==> config.mk <==
export PLATFORM = sky130hd
export DESIGN_NAME = fp_int_mac_seq
export DESIGN_NICKNAME = d
export VERILOG_FILES = /design/src/rtl/fp_int_mac_pkg.sv /design/src/rtl/fp_int_mac_wser.sv /design/src/rtl/fp_int_mac_seq.sv
export SDC_FILE = /design/constraint.sdc
export NUM_CORES = 1
export LEC_CHECK = 0
export CAP_MARGIN = 15
export CORE_AREA = 2 2 86 150
export CTS_CLUSTER_DIAMETER = 100
export DETAILED_ROUTE_END_ITERATION = 12
export DIE_AREA = 0 0 88 152
export GPL_ROUTABILITY_DRIVEN = 0
export PLACE_DENSITY = 0.69
export SLEW_MARGIN = 40
export SYNTH_ARGS = -nofsm -noshare
export SYNTH_HDL_FRONTEND = slang
export SYNTH_SLANG_ARGS = --single-unit
==> constraint.sdc <==
create_clock -name clk -period 5.1 [get_ports clk]
set_input_delay 0.765 -clock clk [delete_from_list [all_inputs] [get_ports clk]]
set_output_delay 0.765 -clock clk [all_outputs]
set_load 0.05 [all_outputs]
==> src/rtl/fp_int_mac_pkg.sv <==
// fp_int_mac_pkg: FSM state encoding and FP16 exponent width shared by the MAC sequencer
package fp_int_mac_pkg;

    localparam int EXP_WIDTH = 5;

    typedef enum logic [2:0] {
        ST_IDLE   = 3'd0,
        ST_LOAD   = 3'd1,
        ST_SHIFT  = 3'd2,
        ST_WAIT   = 3'd3,
        ST_RESULT = 3'd4
    } state_t;

endpackage

==> src/rtl/fp_int_mac_wser.sv <==
// fp_int_mac_wser: load-and-shift weight serialiser, MSB (sign) first, flags the last bit
module fp_int_mac_wser #(
    parameter int PRECISION = 4
) (
    input  logic                 clk,
    input  logic                 rst,
    input  logic                 load,
    input  logic                 shift,
    input  logic [PRECISION-1:0] din,
    output logic                 bit_out,
    output logic                 last_bit
);

    localparam int CW = $clog2(PRECISION) + 1;

    logic [PRECISION-1:0] sr_q, sr_d;
    logic [CW-1:0]        cnt_q, cnt_d;

    // load restarts the bit count; each shift exposes the next lower bit at the MSB
    always_comb begin
        sr_d  = load ? din : shift ? sr_q << 1 : sr_q;
        cnt_d = load ? '0 : shift ? cnt_q + CW'(1) : cnt_q;
    end

    // state registers, cleared by the asynchronous active-low reset
    always_ff @(posedge clk or negedge rst) begin
        if (!rst) begin
            sr_q  <= '0;
            cnt_q <= '0;
        end else begin
            sr_q  <= sr_d;
            cnt_q <= cnt_d;
        end
    end

    assign bit_out  = sr_q[PRECISION-1];
    assign last_bit = cnt_q == CW'(PRECISION - 1);

endmodule

==> src/rtl/fp_int_mac_seq.sv <==
// fp_int_mac_seq: dot-product job sequencer feeding a bit-serial FP16 x INT MAC
module fp_int_mac_seq
    import fp_int_mac_pkg::*;
#(
    parameter int PRECISION = 4,
    parameter int ACT_WIDTH = 16,
    parameter int ACC_WIDTH = 32,
    parameter int LEN_WIDTH = 8
) (
    input  logic                 clk,
    input  logic                 rst,
    input  logic                 start,
    input  logic [LEN_WIDTH-1:0] vec_len,
    input  logic [EXP_WIDTH-1:0] exp_min,
    input  logic [ACC_WIDTH-1:0] acc_init,
    input  logic                 in_valid,
    output logic                 in_ready,
    input  logic [ACT_WIDTH-1:0] in_act,
    input  logic [PRECISION-1:0] in_w,
    output logic                 mac_valid,
    output logic [ACT_WIDTH-1:0] mac_act,
    output logic                 mac_w,
    output logic [EXP_WIDTH-1:0] mac_exp_set,
    output logic [ACC_WIDTH-1:0] mac_acc,
    input  logic [EXP_WIDTH-1:0] mac_exp_out,
    input  logic [ACC_WIDTH-1:0] mac_acc_out,
    input  logic                 mac_done,
    output logic                 res_valid,
    input  logic                 res_ready,
    output logic [EXP_WIDTH-1:0] res_exp,
    output logic [ACC_WIDTH-1:0] res_acc,
    output logic                 busy
);

    state_t               state_q, state_d;
    logic [ACT_WIDTH-1:0] act_q, act_d;
    logic [ACC_WIDTH-1:0] acc_q, acc_d;
    logic [EXP_WIDTH-1:0] exp_q, exp_d;
    logic [LEN_WIDTH-1:0] elem_cnt_q, elem_cnt_d;
    logic [LEN_WIDTH-1:0] len_q, len_d;
    logic                 hs, shifting, ser_bit, last_bit;

    assign hs       = (state_q == ST_LOAD) && in_valid;
    assign shifting = state_q == ST_SHIFT;

    fp_int_mac_wser #(.PRECISION(PRECISION)) u_wser (
        .clk      (clk),
        .rst      (rst),
        .load     (hs),
        .shift    (shifting),
        .din      (in_w),
        .bit_out  (ser_bit),
        .last_bit (last_bit)
    );

    // next-state and operand/feedback register updates
    always_comb begin
        state_d    = state_q;
        act_d      = act_q;
        acc_d      = acc_q;
        exp_d      = exp_q;
        elem_cnt_d = elem_cnt_q;
        len_d      = len_q;
        case (state_q)
            ST_IDLE: if (start) begin
                state_d    = (vec_len == '0) ? ST_RESULT : ST_LOAD;
                acc_d      = acc_init;
                exp_d      = exp_min;
                elem_cnt_d = '0;
                len_d      = vec_len;
            end
            ST_LOAD: if (in_valid) begin
                state_d = ST_SHIFT;
                act_d   = in_act;
            end
            ST_SHIFT: state_d = last_bit ? ST_WAIT : ST_SHIFT;
            ST_WAIT: if (mac_done) begin
                acc_d      = mac_acc_out;
                exp_d      = mac_exp_out;
                elem_cnt_d = elem_cnt_q + LEN_WIDTH'(1);
                state_d    = (elem_cnt_q == len_q - LEN_WIDTH'(1)) ? ST_RESULT : ST_LOAD;
            end
            ST_RESULT: state_d = res_ready ? ST_IDLE : ST_RESULT;
            default: state_d = ST_IDLE;
        endcase
    end

    // FSM and datapath registers; reset abandons any job in flight
    always_ff @(posedge clk or negedge rst) begin
        if (!rst) begin
            state_q    <= ST_IDLE;
            act_q      <= '0;
            acc_q      <= '0;
            exp_q      <= '0;
            elem_cnt_q <= '0;
            len_q      <= '0;
        end else begin
            state_q    <= state_d;
            act_q      <= act_d;
            acc_q      <= acc_d;
            exp_q      <= exp_d;
            elem_cnt_q <= elem_cnt_d;
            len_q      <= len_d;
        end
    end

    assign in_ready    = state_q == ST_LOAD;
    assign mac_valid   = shifting;
    assign mac_w       = shifting & ser_bit;
    assign mac_act     = act_q;
    assign mac_acc     = acc_q;
    assign mac_exp_set = exp_q;
    assign res_valid   = state_q == ST_RESULT;
    assign res_acc     = acc_q;
    assign res_exp     = exp_q;
    assign busy        = state_q != ST_IDLE;

endmodule
==> impl_results.md <==
- Die W: approximately 88 um
- Routed vias/inst: 4.802
- Setup Viol. Count Final: 0
- Number of port buffers: roughly 200
- Synth Flop Type: dfrtp_1
- Setup Total Neg Slack: 0 ns
- First-pass GRT wire length: between 15000 and 20000 um
- Crit path max fanout: 14
- Clock Latency Late Sink: roughly 0.34 ns
- Skew final: 0.007576 ns
- Internal power: ~2.3 mW
- Crit Path Category: flop to primary output
- Syn Inst Count: about 430
- Register area share after synthesis: about 49%
- Placed cell areas: 5958 sq um
- Row count: 54
- Largest net degree at the start of global routing: 80
- # IOs: around 200
- Drt drc: 0
- Synthesized area: between 4000 and 5000 sq um
- Die Ht: about 150 um
- LEAKAGE: 2.555 nW
- CTS sink count: 79
- H-tree depth: 3
- Comb power frac: between 60% and 70%
- Setup crit end kind: primary output
- Finished Layout Cells: between 700 and 800
- Synth Register Bits: just under 80
- Switching Share: a little over half
- RSZ-0062 raised after global routing: no
- CP Launch Type: flop
- Hold Path Class: input port to asynchronous set/reset pin
- Pwr/cell area: about 790 nW/um^2
- Tcrit/Tclk final: 61.24%
- Tot Pwr: approximately 5.0 mW
- Tot GR Track Use: around a fifth
- Die area: 13380 sq um
- Routed len/inst: 15.85 um
- Slew HR: 51.20%
- Clock Power Share: between 10 and 15%
- WL final: around 12000 um
- Seq pwr share: between 20 and 25%
- CTS resizes: 0
- Crit path required time: approximately 4.3 ns
- # hold bufs at CTS: 0
- Starting Density: ~33%
- Status: finished clean
- Placed Instances: roughly 740
- Worst vdd ir: 501.6 uV
- Initial antenna violation count: 0
- Area growth from synthesis to layout: 53.38%
- Slew @ Worst Pin: 0.7320 ns
- Vias post-DR: approximately 3600
- Synthesis Warnings: 0
- Clk buf depth: 2
- Avg Synthesized Cell Area: around 9.4 sq um
- Detail Placement HPWL: around 9100 um
- Total CTS buffers: 9
- Max Transition Viols Final: 0
- CTS tree: built
- Clk Tree Root Cell: clkbuf_16
- Diodes inserted: 0
- Layout Cell Area excl Fill: 6245 sq um
- Antenna-violating nets left: 0
- Synthesized net count: approximately 550
- DRT Pass-1 Iters: 5
- Switching pwr: 2.604 mW
- Final hold violation count: 0
- Layout cells sized above 1: ~9.0%
- Post-CTS setup repair buffer count: 0
- Minimum clock period: around 3.1 ns
- Clock slew at reported path FFs: 0.07 ns
- GRT overflow: 0
- Peak Freq: about 0.32 GHz
- WHS: roughly 0.44 ns
- Initial DRC count: approximately 220
- Final #Nets: approximately 700
- Asr flop ratio synth: 100.0%
- Core area: 12230 sq um
- Vias in the first global route: 3814
- MaxCap Viol Count: 0
- Yosys cell types: between 40 and 50
- Number of synthesized flops with an enable pin: 0
- Arr. time, crit path: about 2.4 ns
routing by layer:
layer	vias up	global-route usage [%]	wire, um
li1	1739	-	-
met3	39	2.825	461
met4	0	10.84	584
met5	-	0	0
met1	1744	20.28	4410
met2	123	33.01	6572
layout by cell type (no fill, tap or decap), types with 2 or more instances in the layout:
| master | instances |
|---|---|
| clkdlybuf4s50_1 | 201 |
| nand2_1 | 89 |
| dfrtp_1 | 79 |
| nor2_1 | 48 |
| a31oi_1 | 37 |
| mux2_2 | 22 |
| xor2_1 | 11 |
| clkbuf_16 | 9 |
| inv_1 | 8 |
| o21ai_0 | 6 |
| xnor2_1 | 5 |
| nor3_1 | 5 |
| buf_4 | 5 |
| mux2i_1 | 4 |
| nand2b_1 | 4 |
| ha_1 | 4 |
| and2_1 | 3 |
| nand3_1 | 3 |
| nand4_1 | 3 |
| inv_6 | 3 |
| nor3b_1 | 2 |
| or3_1 | 2 |
| a32o_1 | 2 |
| a21oi_1 | 2 |
| a222oi_1 | 2 |
| nand3b_1 | 2 |
| o31ai_1 | 2 |
| or4_1 | 2 |
| clkinvlp_4 | 2 |
final cells by class:
| cell class | instances | area [sq um] |
|---|---|---|
| Clock inverter | 7 | 61.31 |
| Clock buffer | 9 | 225.2 |
| Multi-Input combinational cell | 281 | 1680 |
| Timing Repair Buffer | 207 | 2061 |
| Fill cell | 1153 | 5984 |
| Sequential cell | 79 | 1977 |
| Tap cell | 168 | 210.2 |
| Inverter | 8 | 30.03 |
kinds of logic (layout without fill, tap and decap cells):
| kind of cell | count (synthesis) | count (layout) | synth area share [%] |
|---|---|---|---|
| AND/OR/NAND/NOR | 172 | 172 | 18.32 |
| flip-flops | 79 | 79 | 48.56 |
| buffers and inverters | 73 | 231 | 10.51 |
| AO/OA/AOI/OAI | 62 | 62 | 10.33 |
| multiplexers | 27 | 27 | 7.621 |
| XOR/XNOR | 16 | 16 | 3.442 |
| adder cells (fa/ha/maj) | 4 | 4 | 1.229 |
metrics by stage:
stage               worst slack (ns)  utilization (%)
floorplan                      2.394                -
finish                         1.977            51.06
detailed placement             1.863            48.72
global placement               1.971            48.67
CTS                            1.938            51.06
global route                   1.872            51.06
synthesized netlist by cell type, types with 3 or more instances:
| cell | count | area share (%) |
|---|---|---|
| nand2_1 | 89 | 8.2 |
| nor2_1 | 49 | 4.5 |
| buf_2 | 12 | 1.5 |
| and2_1 | 3 | 0.46 |
| clkbuf_1 | 16 | 1.5 |
| a21oi_1 | 3 | 0.37 |
| dfrtp_1 | 79 | 49 |
| o21ai_0 | 6 | 0.74 |
| nand2b_1 | 4 | 0.61 |
| nand3_1 | 3 | 0.37 |
| xnor2_1 | 5 | 1.1 |
| buf_4 | 37 | 6.8 |
| mux2i_1 | 4 | 0.98 |
| nor3_1 | 5 | 0.61 |
| nand4_1 | 3 | 0.46 |
| mux2_2 | 22 | 6.1 |
| ha_1 | 4 | 1.2 |
| xor2_1 | 11 | 2.4 |
| a31oi_1 | 37 | 5.7 |
| inv_1 | 8 | 0.74 |
critical path, stage by stage, from the launching register on:
cell	delay [ns]
dfrtp_1	0.61
nor3b_1	0.26
buf_4	0.21
and2_1	0.14
clkdlybuf4s50_1	0.80
final timing paths:
| kind | end | slack, ns | depth (start not counted) | startpoint |
|---|---|---|---|---|
| worst max-delay path | mac_w | 1.98 | 4 | state_q[1] |
| worst min-delay path | len_q[2] | 0.44 | 1 | rst |
| worst max register to register | mac_acc[2] | 2.62 | 5 | state_q[1] |
| worst min register to register | u_wser.sr_q[3] | 0.50 | 2 | u_wser.sr_q[3] |
| max in group asynchronous | mac_acc[1] | 4.14 | 1 | rst |
| min in group clk | u_wser.sr_q[3] | 0.50 | 2 | u_wser.sr_q[3] |
flip-flops by register name (all words and copies together), names as in the netlist:
register	flops
mac_exp_set	5
mac_act	16
u_wser.cnt_q	3
u_wser.sr_q	4
mac_acc	32
len_q	8
state_q	3
elem_cnt_q	8
power by group through the flow:
stage	clock, mW	combinational (mW)	sequential, mW
final	0.625	3.11	1.22
after global routing	0.670	3.28	1.27
after CTS	0.642	3.14	1.23
after detailed placement	0	3.13	1.23
after global placement	0	3.08	1.22
after floorplan	0	1.62	1.87
Note: power is estimated with default switching activity, not from simulation.
